==> config.mk <==
export PLATFORM = sky130hd
export DESIGN_NAME = serial_frame_rx
export DESIGN_NICKNAME = d
export VERILOG_FILES = /design/src/rtl/serial_frame_rx.sv
export SDC_FILE = /design/constraint.sdc
export NUM_CORES = 1
export LEC_CHECK = 0
export CORE_AREA = 2 2 64 48
export DETAILED_ROUTE_END_ITERATION = 12
export DIE_AREA = 0 0 66 50
export DONT_BUFFER_PORTS = 1
export PLACE_DENSITY = 0.67
export SYNTH_ARGS = -nofsm -noshare
export SYNTH_HDL_FRONTEND = slang
export SYNTH_SLANG_ARGS = --single-unit
==> constraint.sdc <==
create_clock -name clk -period 1.45 [get_ports clk]
set_clock_uncertainty 0.05 [all_clocks]
set_input_delay 0.145 -clock clk [delete_from_list [all_inputs] [get_ports clk]]
set_output_delay 0.145 -clock clk [all_outputs]
set_load 0.03 [all_outputs]
==> src/rtl/serial_frame_rx.sv <==
// serial_frame_rx: hunts a serial bit stream for a sync word, deserialises an
// MSB-first payload plus optional even-parity bit, and presents each completed
// frame on a registered valid/ready output slot.
//
// Output handshake: frame_valid rises on the edge that samples a frame's final
// bit and then holds, with frame_data/parity_err stable, until an edge where
// frame_valid & frame_ready are both high. frame_ready is ignored while
// frame_valid is low. A frame completing while the slot is full and not being
// emptied is dropped and overrun pulses for one cycle. A frame completing on
// the accepting edge replaces the accepted one and valid stays high.
module serial_frame_rx #(
    parameter int                    SYNC_WIDTH   = 4,
    parameter logic [SYNC_WIDTH-1:0] SYNC_PATTERN = 4'b1011,
    parameter int                    DATA_WIDTH   = 8,
    parameter bit                    PARITY_EN    = 1'b1
) (
    input  logic                  clk,
    input  logic                  rst,
    input  logic                  bit_en,
    input  logic                  data_in,
    output logic [DATA_WIDTH-1:0] frame_data,
    output logic                  frame_valid,
    input  logic                  frame_ready,
    output logic                  parity_err,
    output logic                  overrun,
    output logic                  busy,
    output logic [1:0]            state_dbg
);

    localparam int CW = $clog2(DATA_WIDTH + 1);

    typedef enum logic [1:0] {
        HUNT    = 2'd0,
        PAYLOAD = 2'd1,
        PARITY  = 2'd2
    } state_t;

    state_t                  r_state;
    state_t                  w_state_nxt;
    logic [SYNC_WIDTH-1:0]   r_history;
    logic [SYNC_WIDTH-1:0]   w_history_nxt;
    logic [SYNC_WIDTH-1:0]   w_history_shift;
    logic [DATA_WIDTH-1:0]   r_payload;
    logic [DATA_WIDTH-1:0]   w_payload_nxt;
    logic [CW-1:0]           r_count;
    logic [CW-1:0]           w_count_nxt;
    logic                    w_complete;
    logic [DATA_WIDTH-1:0]   w_done_data;
    logic                    w_done_perr;
    logic [DATA_WIDTH-1:0]   r_frame_data;
    logic                    r_frame_valid;
    logic                    r_parity_err;
    logic                    r_overrun;

    assign w_history_shift = {r_history[SYNC_WIDTH-2:0], data_in};

    // State register; reset aborts any frame in progress.
    always_ff @(posedge clk) begin
        if (rst) begin
            r_state <= HUNT;
        end else begin
            r_state <= w_state_nxt;
        end
    end

    // Next-state, sync history, payload shift and frame-completion decode.
    always_comb begin
        w_state_nxt   = r_state;
        w_history_nxt = r_history;
        w_payload_nxt = r_payload;
        w_count_nxt   = r_count;
        w_complete    = 1'b0;
        w_done_data   = r_payload;
        w_done_perr   = 1'b0;
        if (bit_en) begin
            case (r_state)
                HUNT: begin
                    if (w_history_shift == SYNC_PATTERN) begin
                        // Clear history so the next search never reuses these bits.
                        w_history_nxt = '0;
                        w_count_nxt   = '0;
                        w_state_nxt   = PAYLOAD;
                    end else begin
                        w_history_nxt = w_history_shift;
                    end
                end
                PAYLOAD: begin
                    w_payload_nxt = {r_payload[DATA_WIDTH-2:0], data_in};
                    w_count_nxt   = r_count + CW'(1);
                    if (r_count == CW'(DATA_WIDTH - 1)) begin
                        if (PARITY_EN) begin
                            w_state_nxt = PARITY;
                        end else begin
                            w_complete  = 1'b1;
                            w_done_data = w_payload_nxt;
                            w_state_nxt = HUNT;
                        end
                    end
                end
                PARITY: begin
                    w_complete  = 1'b1;
                    w_done_data = r_payload;
                    w_done_perr = ^{r_payload, data_in};
                    w_state_nxt = HUNT;
                end
                default: begin
                    w_state_nxt = HUNT;
                end
            endcase
        end
    end

    // Datapath registers: sync history, payload shift register, bit counter.
    always_ff @(posedge clk) begin
        if (rst) begin
            r_history <= '0;
            r_payload <= '0;
            r_count   <= '0;
        end else begin
            r_history <= w_history_nxt;
            r_payload <= w_payload_nxt;
            r_count   <= w_count_nxt;
        end
    end

    // Output slot: load on completion when free or being emptied, else flag overrun.
    always_ff @(posedge clk) begin
        if (rst) begin
            r_frame_data  <= '0;
            r_frame_valid <= 1'b0;
            r_parity_err  <= 1'b0;
            r_overrun     <= 1'b0;
        end else begin
            r_overrun <= 1'b0;
            if (w_complete) begin
                if (!r_frame_valid || frame_ready) begin
                    r_frame_data  <= w_done_data;
                    r_parity_err  <= w_done_perr;
                    r_frame_valid <= 1'b1;
                end else begin
                    r_overrun <= 1'b1;
                end
            end else if (r_frame_valid && frame_ready) begin
                r_frame_valid <= 1'b0;
            end
        end
    end

    assign frame_data  = r_frame_data;
    assign frame_valid = r_frame_valid;
    assign parity_err  = r_parity_err;
    assign overrun     = r_overrun;
    assign busy        = (r_state != HUNT);
    assign state_dbg   = r_state;

endmodule
==> results of run 1 <==
[repair_timing]
| action | 4_1_cts | 5_1_grt |
|---|---|---|
| endpoints found under the setup margin | 0 | 12 |
| gates resized for setup | 0 | 2 |
| buffers inserted | 0 | 2 |
| endpoints found under the hold margin | 27 | 26 |
| hold buffers | 1 | 2 |
[synth_stat cells (all sizes together)]
cell type / number / area (um2)
dfxtp: 28 / 560.5
nor2: 19 / 78.82
nand2: 18 / 67.56
a21oi: 12 / 60.06
mux2i: 10 / 100.1
a22oi: 5 / 37.54
nand3b: 4 / 30.03
buf: 3 / 15.01
clkbuf: 3 / 11.26
nand2b: 3 / 18.77
nor2b: 3 / 18.77
xnor2: 3 / 26.28
nor3: 2 / 10.01
o21ai: 2 / 10.01
xor2: 2 / 17.52
and2: 1 / 6.260
and3b: 1 / 8.760
and4b: 1 / 10.01
ha: 1 / 12.51
mux2: 1 / 11.26
nand3: 1 / 5.000
nor3b: 1 / 7.510
o221ai: 1 / 8.760
or2: 1 / 6.260
or3b: 1 / 8.760
xnor3: 1 / 22.52
[metrics by stage]
step	instance area (um2)	setup slack, ns
floorplan	1181	0.002530
global placement	1224	0.08834
detailed placement	1224	0.03810
CTS	1279	0.006227
global route	1333	-0.1019
finish	1333	-0.02850
[logic make-up after synthesis]
logic type      count (synthesis)  synth area share [%]
xor+xnor                        6                 5.669
compound gates                 20                 9.947
simple gates                   56                 23.64
buf+inv                         6                 2.246
flops                          28                 47.91
fa+ha+maj                       1                 1.069
mux                            11                 9.519
[layout make-up]
class                      count  area (um2)  area share (%)
tap                           36       45.04           3.380
sequential                    28       566.8           42.54
multi-input combinational     94       588.1           44.13
timing repair buffer           9       87.58           6.573
clock buffer                   4       45.04           3.380
[where the power goes]
part	total, mW	internal (mW)	switching, mW
Sequential	0.771	0.769	0.00175
Combinational	0.0346	0.0149	0.0197
Clock	0.425	0.197	0.229
Total	1.23	0.981	0.250
[flip-flops by register name, indices dropped and copies added (netlist names)]
| name | count |
|---|---|
| parity_err | 1 |
| frame_data | 8 |
| frame_valid | 1 |
| r_history | 3 |
| r_payload | 8 |
| r_count | 4 |
| overrun | 1 |
| state_dbg | 2 |
[placed cells by master (no fill, tap or decap), types with 2 or more instances in the layout]
cell / netlist / final
o21ai_0: 2 / 2
dfxtp_2: 0 / 2
nor2_1: 18 / 18
nand2_1: 18 / 18
dlygate4sd3_1: 0 / 3
nor2b_1: 3 / 3
buf_4: 0 / 5
xnor2_1: 3 / 3
mux2i_1: 10 / 10
a21oi_1: 12 / 12
a22oi_1: 5 / 5
xor2_1: 2 / 2
dfxtp_1: 28 / 25
nand3b_1: 4 / 4
clkbuf_8: 0 / 3
nand2b_1: 3 / 3
[per-layer routing]
layer	global-route usage [%]	vias to the layer above	share of wire, %
met5	0	-	0
li1	-	448	-
met2	23.91	19	47
met1	18.58	420	45
met4	5.102	0	1.2
met3	5.479	2	6.7
[critical path: stages, from the launching register on]
cell	delay, ns
dfxtp_4	0.36
nand3b_1	0.28
nor3_2	0.17
dlygate4sd3_1	0.57
[worst min path at each step]
stage,from,cells past startpoint,to
global route,bit_en,3,state_dbg[0]
global placement,rst,1,state_dbg[0]
finish,bit_en,3,state_dbg[1]
CTS,rst,1,state_dbg[0]
floorplan,data_in,2,r_payload[0]
detailed placement,rst,1,state_dbg[0]
==> results by group, run 1 <==
Critical path
  – Worst r2r src: state_dbg[0]
  – Crit path DAT: around 1.7 ns
  – Critical Path Start: state_dbg[0]
  – CP Data Required Time: ~1.6 ns
  – Reg2Reg Setup Slack: -0.03 ns
  – Critical path class: flop to flop
  – RR Endpoint: overrun
  – Crit path max fanout: 5
  – Worst R2R Path Depth: 3
  – Worst Setup Start Kind: flop
  – Critical path destination: overrun
  – CP endpoint kind: flop

Timing
  – Worst slew pin tran: roughly 0.95 ns
  – Setup-failing EPs final: 1
  – Setup ws final: -0.02850 ns
  – RSZ-0062 raised after global routing: true
  – Final min period: 1.478 ns
  – Final-report hold violation count: 0
  – Fmax: roughly 680 MHz
  – Max-slew headroom: 36.39%
  – Final period utilization: 102.0%
  – Hold slack: 0.02878 ns
  – Setup TNS: -0.02850 ns
  – Final Slew Violations: 0

Status
  – Outcome: finished, violations left
  – Violated checks: setup timing

Detailed routing
  – Vias/cell: slightly above 5
  – Per-cell routed wire length: 13.60 um
  – DRC: 0
  – DRT antenna net count: 0
  – DRT Pass-1 Iters: 4
  – Via count: between 800 and 900
  – Final wirelength: approximately 2.3 mm
  – DR iter-0 viols: 58

Floorplanning
  – Core area: approximately 2700 um2
  – Horiz. Die Dim: about 66 um
  – # IOs: 19
  – Die area: 3300 um2
  – FP Rows: 16
  – Initial Util: roughly 44%
  – Die Span Y: approximately 50 um

Synthesis
  – Yosys reg bits: 28
  – Avg Cell Area, Syn: between 9 and 10 um2
  – Post-Syn Nets: between 100 and 150
  – Yosys warning count: 0
  – Seq/Total Area, Yosys: 47.91%
  – Post-Syn Area: between 1000 and 1500 um2
  – Post-Syn Instances: 128
  – Post-synth cell types: 27

Global routing
  – Grt ovf: 0
  – Largest net degree at the start of global routing: 30
  – Initial antenna violation count: 0
  – Vias in the first global route: 826
  – Wire length of the first global-routing pass: approximately 3.7 mm
  – GR Util All Layers: about 15%

Finish
  – Synth-to-layout area growth: 13.90%
  – Final #Nets: between 100 and 150
  – Number of fill cells: between 200 and 300
  – Share of cells above drive strength 1: 11.85%
  – Diodes inserted: 0
  – Post-Layout Cell Count: approximately 170
  – Layout Utilization: between 40% and 50%

Placement
  – Port bufs: 0
  – DP Cell Count: 162
  – Hpwl dp: roughly 1.5 mm
  – RD Place Congestion: 0.7405

Clock network
  – Root buf cell: clkbuf_8
  – TritonCTS clock tree: built
  – H-tree Lvls: 1
  – CTS max path bufs: 2
  – CTS buffer count: 3
  – Clk_lat worst skew: between 0.2 and 0.3 ns
  – Clock sink count: 28
  – Clock Pin Slew Worst Setup and Hold Paths: around 0.090 ns

Power and ir drop
  – Power Total: between 1 and 1.5 mW
  – Leakage: 0.4835 nW
  – Max IR drop VDD: between 0.4 and 0.5 mV
  – Pwr/cell area: ~920 nW/um2

Min path
  – Hold/Removal Path Class: input pin to flop

Job
  – Max Cap Viol: 0
Power figures use the tool's default switching activity.
==> run 2: changes to the inputs <==
Settings changed: PLACE_DENSITY 0.67 to 0.64, SLEW_MARGIN set to 10.
Clock period 1.45 ns to 1.4 ns, I/O delays scaled along.
==> results by group, run 2 (synthesis gave the netlist of run 1 again) <==
Finish
  – Synth-to-layout area growth: 18.18%
  – Commonest non-fill, non-tap cell in the layout: dfxtp_1
  – Post-Layout Cell Count: 174 (+1.8%)
  – Diodes inserted: 0 (unchanged)
  – Share of cells above drive strength 1: 19.57% (+7.7 points)
  – Most frequent cells in the layout: 23 x dfxtp_1, 18 x nand2_1, 17 x nor2_1, 12 x a21oi_1, 10 x mux2i_1
  – Final #Nets: 145 (+2.1%)
  – Final instance area: 1383 um2 (+3.8%)

Clock network
  – Clock Pin Slew Worst Setup and Hold Paths: 0.09 ns (about the same)
  – CTS max path bufs: 2 (unchanged)
  – Root buf cell: clkbuf_8
  – H-tree Lvls: 1 (unchanged)
  – CTS buffer count: 3 (unchanged)
  – Clk_lat worst skew: 0.27 ns (about the same)
  – TritonCTS clock tree: built
  – Clock sink count: 28 (unchanged)

Floorplanning
  – Core area: 2683 um2 (unchanged)
  – Die Span Y: 50 um (unchanged)
  – Horiz. Die Dim: 66 um (unchanged)
  – Initial Util: 43.61% (unchanged)
  – # IOs: 19 (unchanged)
  – FP Rows: 16 (unchanged)
  – Die area: 3300 um2 (unchanged)

Status
  – Outcome: complete, no violations

Timing
  – Final period utilization: 95.23% (-6.7 points)
  – Fmax: 750.1 MHz (+11%)
  – Final-report hold violation count: 0 (unchanged)
  – Setup-failing EPs final: 0 (-1)
  – RSZ-0062 raised after global routing: false
  – Worst slew pin tran: 0.9727 ns (+0.02168 ns)
  – Max-slew headroom: 35.15% (-1.2 points)
  – Final min period: 1.333 ns (-0.1453 ns)
  – Setup TNS: 0 ns (+0.02850 ns)
  – Final Slew Violations: 0 (unchanged)

Power and ir drop
  – Pwr/cell area: 960.7 nW/um2 (+4.0%)
  – Leakage: 0.5084 nW (+5.2%)
  – Power Total: 1.328 mW (+7.9%)
  – Max IR drop VDD: 0.6990 mV (+41%)

Critical path
  – Slowest cell on crit path: xnor3_1
  – Crit path largest cell delay: 0.46 ns (-0.11 ns)
  – CP Data Required Time: 1.51 ns (-0.11 ns)
  – Critical path class: flop to flop
  – Worst Setup Start Kind: flop
  – Crit path max fanout: 4 (-1)
  – CP endpoint kind: flop
  – Crit path DAT: 1.44 ns (-0.21 ns)
  – Worst R2R Path Depth: 4 (+1)
  – Crit-path cells: xnor2_2 -> xnor3_1 -> nand3b_1 -> o221ai_1

Placement
  – Placed instance area: 1251 um2 (+2.2%)
  – Port bufs: 0 (unchanged)
  – RD Place Congestion: 0.7676 (+3.7%)
  – DP Cell Count: 164 (+1.2%)
  – Hpwl dp: 1.621 mm (+5.7%)

Global routing
  – Largest net degree at the start of global routing: 28 (-6.7%)
  – Grt ovf: 0 (unchanged)
  – Initial antenna violation count: 0 (unchanged)
  – Wire length of the first global-routing pass: 3.726 mm (-0.53%)
  – Vias in the first global route: 789 (-4.5%)
  – GR Util All Layers: 14.74% (-0.21 points)

Detailed routing
  – Final wirelength: 2.335 mm (+0.39%)
  – Per-cell routed wire length: 13.42 um (-1.3%)
  – DR iter-0 viols: 61 (+5.2%)
  – Vias/cell: 5.213 (+0.27%)
  – DRT antenna net count: 0 (unchanged)
  – DRT Pass-1 Iters: 4 (unchanged)
  – DRC: 0 (unchanged)
  – Via count: 907 (+2.0%)

Min path
  – Hold Crit Depth: 2 (-1)
  – Hold/Removal Path Class: input pin to flop

Job
  – Max Cap Viol: 0 (unchanged)
run 2: cell types whose count changed in the layout (fill, tap and decap cells not counted), sizes merged:
| cell | change |
|---|---|
| buf | +4 |
| dlygate4sd3 | -2 |
| dlymetal6s4s | +1 |
run 2: metal layers:
| layer | vias up | routed length, um | global-route usage (%) |
|---|---|---|---|
| met5 | - | 0 | 0 |
| met3 | 4 | 155 | 6.393 |
| met4 | 0 | 17 | 3.061 |
| met2 | 22 | 1002 | 21.04 |
| li1 | 456 | - | - |
| met1 | 425 | 1158 | 20.62 |
run 2: critical path, delay by kind of cell, from the launching register on:
| kind | cells | cell delay (ns) |
|---|---|---|
| AO/OA/AOI/OAI | 1 | 0.10 |
| flip-flops | 1 | 0.36 |
| XOR/XNOR | 2 | 0.61 |
| AND/OR/NAND/NOR | 1 | 0.10 |
run 2: worst paths after layout:
check | slack [ns] | to | start
hold / removal | 0.009 | overrun | frame_ready
setup / recovery | 0.07 | parity_err | r_payload[3]
hold reg to reg | 0.44 | r_payload[1] | r_payload[1]
setup reg to reg | 0.07 | parity_err | r_payload[3]
run 2: area by class of cell:
type	instances	area [um2]
sequential	28	569.3
multi-input combinational	94	603.1
timing repair buffer	12	110.1
fill	266	1300
clock buffer	4	55.05
tap	36	45.04
run 2: timing repair:
action                                 4_1_cts  5_1_grt
gates resized for setup                      1        9
endpoints found under the hold margin       27        0
pin swaps                                    0        3
setup endpoints to repair                    1       22
hold buffers                                 2        0
buffers inserted                             0        4
run 2: where the power goes:
group          total [mW]  switching, mW  leakage, nW  internal (mW)
combinational      0.0354         0.0213        0.251         0.0141
sequential          0.798        0.00185        0.229          0.797
clock               0.494          0.243       0.0288          0.252
total                1.33          0.266        0.508           1.06
run 2: metrics by stage:
stage / setup slack [ns] / hold WS [ns] / util (%)
floorplan: -0.04747 / 0.2260 / -
CTS: 0.009098 / 0.01286 / 49.53
detailed placement: 0.02646 / 0.1561 / 46.64
finish: 0.06680 / 0.009228 / 51.54
global route: 0.007474 / 0.01056 / 51.54
global placement: 0.03869 / 0.1561 / 46.64
